==> config.mk <==
export PLATFORM = sky130hd
export DESIGN_NAME = cskipa_57bit_stream
export DESIGN_NICKNAME = d
export VERILOG_FILES = /design/src/rtl/cskipa_57bit_stream.sv
export SDC_FILE = /design/constraint.sdc
export NUM_CORES = 1
export LEC_CHECK = 0
export ABC_AREA = 1
export CORE_MARGIN = 8
export CORE_UTILIZATION = 58
export DETAILED_ROUTE_END_ITERATION = 10
export PLACE_DENSITY = 0.8
export RECOVER_POWER = 50
export SLEW_MARGIN = 20
export SYNTH_ARGS = -nofsm -noshare
export SYNTH_HDL_FRONTEND = slang
export SYNTH_SLANG_ARGS = --single-unit
==> constraint.sdc <==
create_clock -name i_clk -period 33 [get_ports i_clk]
set_input_delay 9.9 -clock i_clk [delete_from_list [all_inputs] [get_ports i_clk]]
set_output_delay 9.9 -clock i_clk [all_outputs]
set_load 0.01 [all_outputs]
==> src/rtl/cskipa_57bit_stream.sv <==
// cskipa_57bit_stream: operand FIFO feeding a carry-skip adder with a registered valid/ready result stage
module CSkipA_57bit #(
    parameter int WIDTH = 57,
    parameter int BLK   = 4
) (
    input  logic [WIDTH-1:0] i_add_term1,
    input  logic [WIDTH-1:0] i_add_term2,
    input  logic             i_cin,
    output logic [WIDTH-1:0] o_sum,
    output logic             o_cout
);
    localparam int NB = (WIDTH + BLK - 1) / BLK;
    localparam int PW = NB * BLK;
    logic [PW-1:0] p, g;
    logic c, cb;
    for (genvar i = 0; i < PW; i++) begin : g_pg
        // pad bits propagate so the last partial block skips and ripples correctly
        if (i < WIDTH) begin : g_real
            assign p[i] = i_add_term1[i] ^ i_add_term2[i];
            assign g[i] = i_add_term1[i] & i_add_term2[i];
        end else begin : g_pad
            assign p[i] = 1'b1;
            assign g[i] = 1'b0;
        end
    end
    always_comb begin
        o_sum = '0;
        c = i_cin;
        cb = i_cin;
        for (int k = 0; k < NB; k++) begin
            cb = c;
            for (int j = 0; j < BLK; j++) begin
                if (k * BLK + j < WIDTH) o_sum[k*BLK+j] = p[k*BLK+j] ^ c;
                c = g[k*BLK+j] | (p[k*BLK+j] & c);
            end
            c = (&p[k*BLK +: BLK]) ? cb : c;
        end
        o_cout = c;
    end
endmodule

module cskipa_57bit_stream #(
    parameter int WIDTH = 57,
    parameter int DEPTH = 4
) (
    input  logic                     i_clk,
    input  logic                     i_rst,
    input  logic                     i_valid,
    output logic                     o_ready,
    input  logic [WIDTH-1:0]         i_add_term1,
    input  logic [WIDTH-1:0]         i_add_term2,
    output logic                     o_valid,
    input  logic                     i_ready,
    output logic [WIDTH-1:0]         o_sum,
    output logic                     o_cout,
    output logic [15:0]              o_count,
    output logic [$clog2(DEPTH):0]   o_level
);
    localparam int AW = $clog2(DEPTH);
    localparam int LW = AW + 1;
    logic [WIDTH-1:0] mem_a [DEPTH];
    logic [WIDTH-1:0] mem_b [DEPTH];
    logic [AW-1:0] wp, rp;
    logic [WIDTH-1:0] add_sum;
    logic add_cout, push, load, take;
    assign o_ready = !i_rst && (o_level != LW'(DEPTH));
    assign push = i_valid && o_ready;
    assign load = (o_level != '0) && (!o_valid || i_ready);
    assign take = o_valid && i_ready;
    CSkipA_57bit #(.WIDTH(WIDTH)) u_add (
        .i_add_term1(mem_a[rp]),
        .i_add_term2(mem_b[rp]),
        .i_cin      (1'b0),
        .o_sum      (add_sum),
        .o_cout     (add_cout)
    );
    always_ff @(posedge i_clk) begin
        if (push) begin
            mem_a[wp] <= i_add_term1;
            mem_b[wp] <= i_add_term2;
        end
    end
    always_ff @(posedge i_clk) begin
        if (i_rst) begin
            wp      <= '0;
            rp      <= '0;
            o_level <= '0;
            o_valid <= 1'b0;
            o_sum   <= '0;
            o_cout  <= 1'b0;
            o_count <= '0;
        end else begin
            if (push) wp <= wp + 1'b1;
            if (load) begin
                rp      <= rp + 1'b1;
                o_sum   <= add_sum;
                o_cout  <= add_cout;
                o_valid <= 1'b1;
            end else if (take) begin
                o_valid <= 1'b0;
            end
            if (push && !load) o_level <= o_level + 1'b1;
            else if (load && !push) o_level <= o_level - 1'b1;
            if (take) o_count <= o_count + 16'd1;
        end
    end
endmodule
==> reports/qor_table.md <==
| Stage | Metric | Reported |
|:---|:---|:---|
| die | Initial core utilization | 58.71% |
| pwr | NetSw | 873.0 uW |
| logic synthesis | Synthesis-stage register bit count | 540 |
| logic synthesis | Cell taking the most area after synthesis | sky130_fd_sc_hd__edfxtp_1 |
| critical path | R2R Setup Slk | 2.10 ns |
| logic synthesis | Post-synth top flop | sky130_fd_sc_hd__edfxtp_1 |
| detailed routing | Total iterations of the first detailed-routing run | 7 |
| logic synthesis | Leading post-synthesis cells by cell area | sky130_fd_sc_hd__edfxtp_1, sky130_fd_sc_hd__dfxtp_1, sky130_fd_sc_hd__o21ai_0 |
| timing | Max-slew headroom at the worst pin | -104.1% |
| detailed routing | # DRC | 0 |
| logic synthesis | Async SR Flop Fraction | 0% |
| place | Port Buffers | 196 |
| critical path | R2R Path End | o_sum[56] |
| critical path | Maximum fanout along the worst path | 101 |
| logic synthesis | Syn Area/Cell | 12.99 sq um |
| logic synthesis | Number of synthesized flops with an enable pin | 456 |
| place | Weighted congestion reported at the end of routability-driven placement | 0.8000 |
| global routing | Maximum number of pins on one net before global-route repair | 129 |
| hold path | Worst Min Path Start | rp[0] |
| clock tree | Sink Count | 540 |
| logic synthesis | Net count after synthesis | 1935 |
| detailed routing | Routed wire length | 49.82 mm |
| hold path | Worst hold path depth | 1 |
| die | Total Die Area | 0.04453 sq mm |
| timing | Worst hold slack | 0.4772 ns |
| die | Die height | 211.0 um |
| clock tree | TritonCTS clock tree | yes |
| pwr | Leakage dissipation | 0.009148 uW |
| timing | Unrepaired setup endpoints after global routing | no |
| logic synthesis | Adder and majority cell fraction of the synthesized area | 8.689% |
| die | Horizontal die dimension | 211.0 um |
| detailed routing | Violation count after the first detailed-routing iteration | 1270 |
| clock tree | Clock edge transition at the registers on the reported setup and hold paths | 0.06 ns |
| logic synthesis | Main combinational cell family by area after synthesis | compound AO/OA/AOI/OAI gates |
| timing | Period utilization | 93.63% |
| logic synthesis | Share of synthesized cell area in and, or, nand and nor gates | 8.434% |
| die | # IOs | 197 |
| global routing | Number of antenna violations at the first check in global routing | 15 |
| critical path | Maximum single-stage delay on the critical path | 0.83 ns |
| die | Number of placement rows | 71 |
| critical path | CP Data Required Time | 33.47 ns |
| logic synthesis | Post-Syn Instances | 1698 |
| logic synthesis | Post-synthesis compound-gate area fraction | 10.68% |
| layout | Net count reported at finish | 2108 |
| pwr | Fraction of power spent switching nets | 37.13% |
| detailed routing | WL/cell | 20.47 um |
| pwr | Power density relative to cell area | 90.09 mW/mm^2 |
| pwr | Seq pwr share | 36.1% |
| global routing | Total congestion overflow | 0 |
| layout | Fraction of final layout cells sized beyond drive strength 1 | 5.901% |
| critical path | Data arrival time of the critical path | 31.37 ns |
| outcome | Status | complete, but fails checks |
| global routing | Via count of the first global-routing pass | 14180 |
| logic synthesis | Cell area after synthesis | 0.02206 sq mm |
| pwr | Peak VDD IR | 0.04670 mV |
| logic synthesis | List of most frequent post-synthesis cells | sky130_fd_sc_hd__edfxtp_1, sky130_fd_sc_hd__nor2_1, sky130_fd_sc_hd__o21ai_0, sky130_fd_sc_hd__o22ai_1, sky130_fd_sc_hd__clkbuf_1 |
| logic synthesis | Synth Warn # | 0 |
| critical path | Type of destination of the critical path | flip-flop |
| timing | Post-route clock skew | 0.01279 ns |
| clock tree | Total CTS buffers | 53 |
| timing | Number of slew-limit violations in the final report | 117 |
| logic synthesis | Proportion of netlist area held by the largest area contributor | 62.07% |
| timing | TNS Setup | 0 ns |
| clock tree | Cells resized by post-CTS repair | 0 |
| detailed routing | Vias per Instance | 5.760 |
| clock tree | Post-CTS setup repair buffer count | 0 |
| timing | Total count of hold-check failures in the final report | 0 |
| timing | Minimum period implied by the final worst setup slack | 30.90 ns |
| outcome | Violated checks | max-capacitance violations, max-slew violations |
| global routing | First-pass GRT wire length | 76.56 mm |
| global routing | GRT Util Overall | 21.98% |
| clock tree | H-tree levels | 2 |
| logic synthesis | Number of library cell types mapped by synthesis | 32 |
| hold path | Worst hold endpoint | rp[0] |
| critical path | Critical Path Start Type | flip-flop |
| critical path | Cell repeated most along the worst path | sky130_fd_sc_hd__fa_1 |
| pwr | Power, Total | 2351 uW |
| hold path | Class of the worst hold path | flip-flop to flip-flop |
| timing | Slew of the pin with the lowest slew margin | 3.061 ns |
| layout | Layout area overhead | 18.32% |
| layout | Fill cell instance count of the final layout | 2497 |
| detailed routing | Number of vias after detailed routing | 14020 |
| logic synthesis | Mux share of post-synthesis cell area | 0% |
| timing | Number of failing setup endpoints in the final timing report | 0 |
| die | Core ar. | 0.03758 sq mm |
| timing | Maximum operating frequency | 32.36 MHz |
| run | # Max-Cap Violations | 2 |
| critical path | Classification of the worst setup path | flip-flop to flip-flop |
| critical path | Length in cells of the worst reg-to-reg path | 92 |
| clock tree | Root cell of the clock tree | sky130_fd_sc_hd__clkbuf_16 |
| logic synthesis | Dominant cell by count in the synthesized netlist | sky130_fd_sc_hd__edfxtp_1 |
| detailed routing | Remaining antenna violation count after routing | 0 |
| place | Hpwl dp | 29.36 mm |
| logic synthesis | Xor-xnor portion of the synthesized cell area | 0.03970% |
| pwr | Gate power share | 39.8% |
| critical path | Cell with the biggest individual delay on the critical path | sky130_fd_sc_hd__dfxtp_4 |
| logic synthesis | Register area share after synthesis | 69.69% |
| clock tree | Number of buffers on the longest clock path | 3 |
| pwr | Part of the total power dissipated in the clock network | 24.1% |
| clock tree | Clock latency reported for the late side of the worst-skew pair | 0.59 ns |
| pwr | Internal power contribution | 1478 uW |
| clock tree | Number of buffers inserted for hold repair after clock tree synthesis | 0 |
logic make-up (layout without fill, tap and decap cells):
group                      Yosys count  in the layout
DFF                                540            540
adders and majority gates          119            119
other                                0              8
and+or+nand+nor                    455            455
AOI/OAI and AO/OA                  439            439
xor gates and xnor gates             1              1
buffers and inverters              144            361
critical path: cells and delay by family, from the launching register on:
family	cells	cell delay, ns
AND/OR/NAND/NOR	28	4.35
buffers and inverters	4	0.63
AO/OA/AOI/OAI	3	0.53
flip-flops	1	0.83
adder cells (fa/ha/maj)	57	24.39
state kept, by name, summed over array words and instances (netlist names), named ones only:
register,count
wp,2
o_valid,1
o_level,3
o_sum,57
rp,2
o_count,16
o_cout,1
mem_b,228
mem_a,228
layout make-up:
| cell class | count | area [sq um] | share of cell area, % |
|---|---|---|---|
| Tap cell | 511 | 639.4 | 2.449 |
| Multi-Input combinational cell | 1014 | 6136 | 23.51 |
| Clock buffer | 80 | 1540 | 5.901 |
| Inverter | 49 | 191.4 | 0.7334 |
| Sequential cell | 540 | 15380 | 58.93 |
| Clock inverter | 19 | 98.84 | 0.3787 |
| Antenna cell | 8 | 20.02 | 0.07669 |
| Timing Repair Buffer | 213 | 2095 | 8.024 |
power groups by stage:
| stage | clock network (uW) | logic, uW | registers [uW] |
|---|---|---|---|
| 3_3_place_gp | 0 | 904 | 860 |
| 4_1_cts | 574 | 952 | 849 |
| 3_5_place_dp | 0 | 940 | 862 |
| 5_1_grt | 601 | 1060 | 856 |
| 2_1_floorplan | 0 | 627 | 856 |
| 6_report | 567 | 937 | 848 |
worst max path at each step:
stage	start	endpoint	slack [ns]	depth (start not counted)
floorplan	flip-flop	o_sum[56]	3.88	95
global placement	flip-flop	o_sum[56]	2.60	92
detailed placement	flip-flop	o_sum[56]	2.12	92
CTS	flip-flop	o_sum[56]	2.06	92
global route	flip-flop	o_sum[56]	0.65	92
finish	flip-flop	o_sum[56]	2.10	92
per-stage QoR:
stage                     instance area [sq um]  std cells  setup slack (ns)  util, %
after global routing                      26100       2433            0.6545    69.46
final                                     26100       2434             2.102    69.46
after global placement                    24490       2327             2.605    65.19
after floorplan                           22060       1698             3.876        -
after CTS                                 26130       2426             2.062    69.55
after detailed placement                  24490       2327             2.125    65.19
layer usage:
metal | up-vias | GRT usage, % | part of all wire [%]
li1 | 6452 | - | -
met1 | 6898 | 27.81 | 39
met2 | 563 | 37.09 | 50
met3 | 102 | 4.006 | 7.7
met4 | 6 | 9.291 | 3.3
met5 | - | 0 | 0.074
placed cells by master, fill, tap and decap left out, drive strengths merged:
cell type	count
a21oi	22
a31oi	1
a32oi	2
and2	5
and3	1
buf	15
clkbuf	82
clkdlybuf4s50	49
clkinv	17
clkinvlp	3
dfxtp	84
diode	8
dlygate4sd3	147
edfxtp	456
fa	57
ha	62
inv	48
nand2	42
nand3	18
nand4	13
nor2	361
nor3	6
nor4b	1
o21a	1
o21ai	301
o22ai	112
or2	8
xor2	1
(Power assumes the default switching activity.)
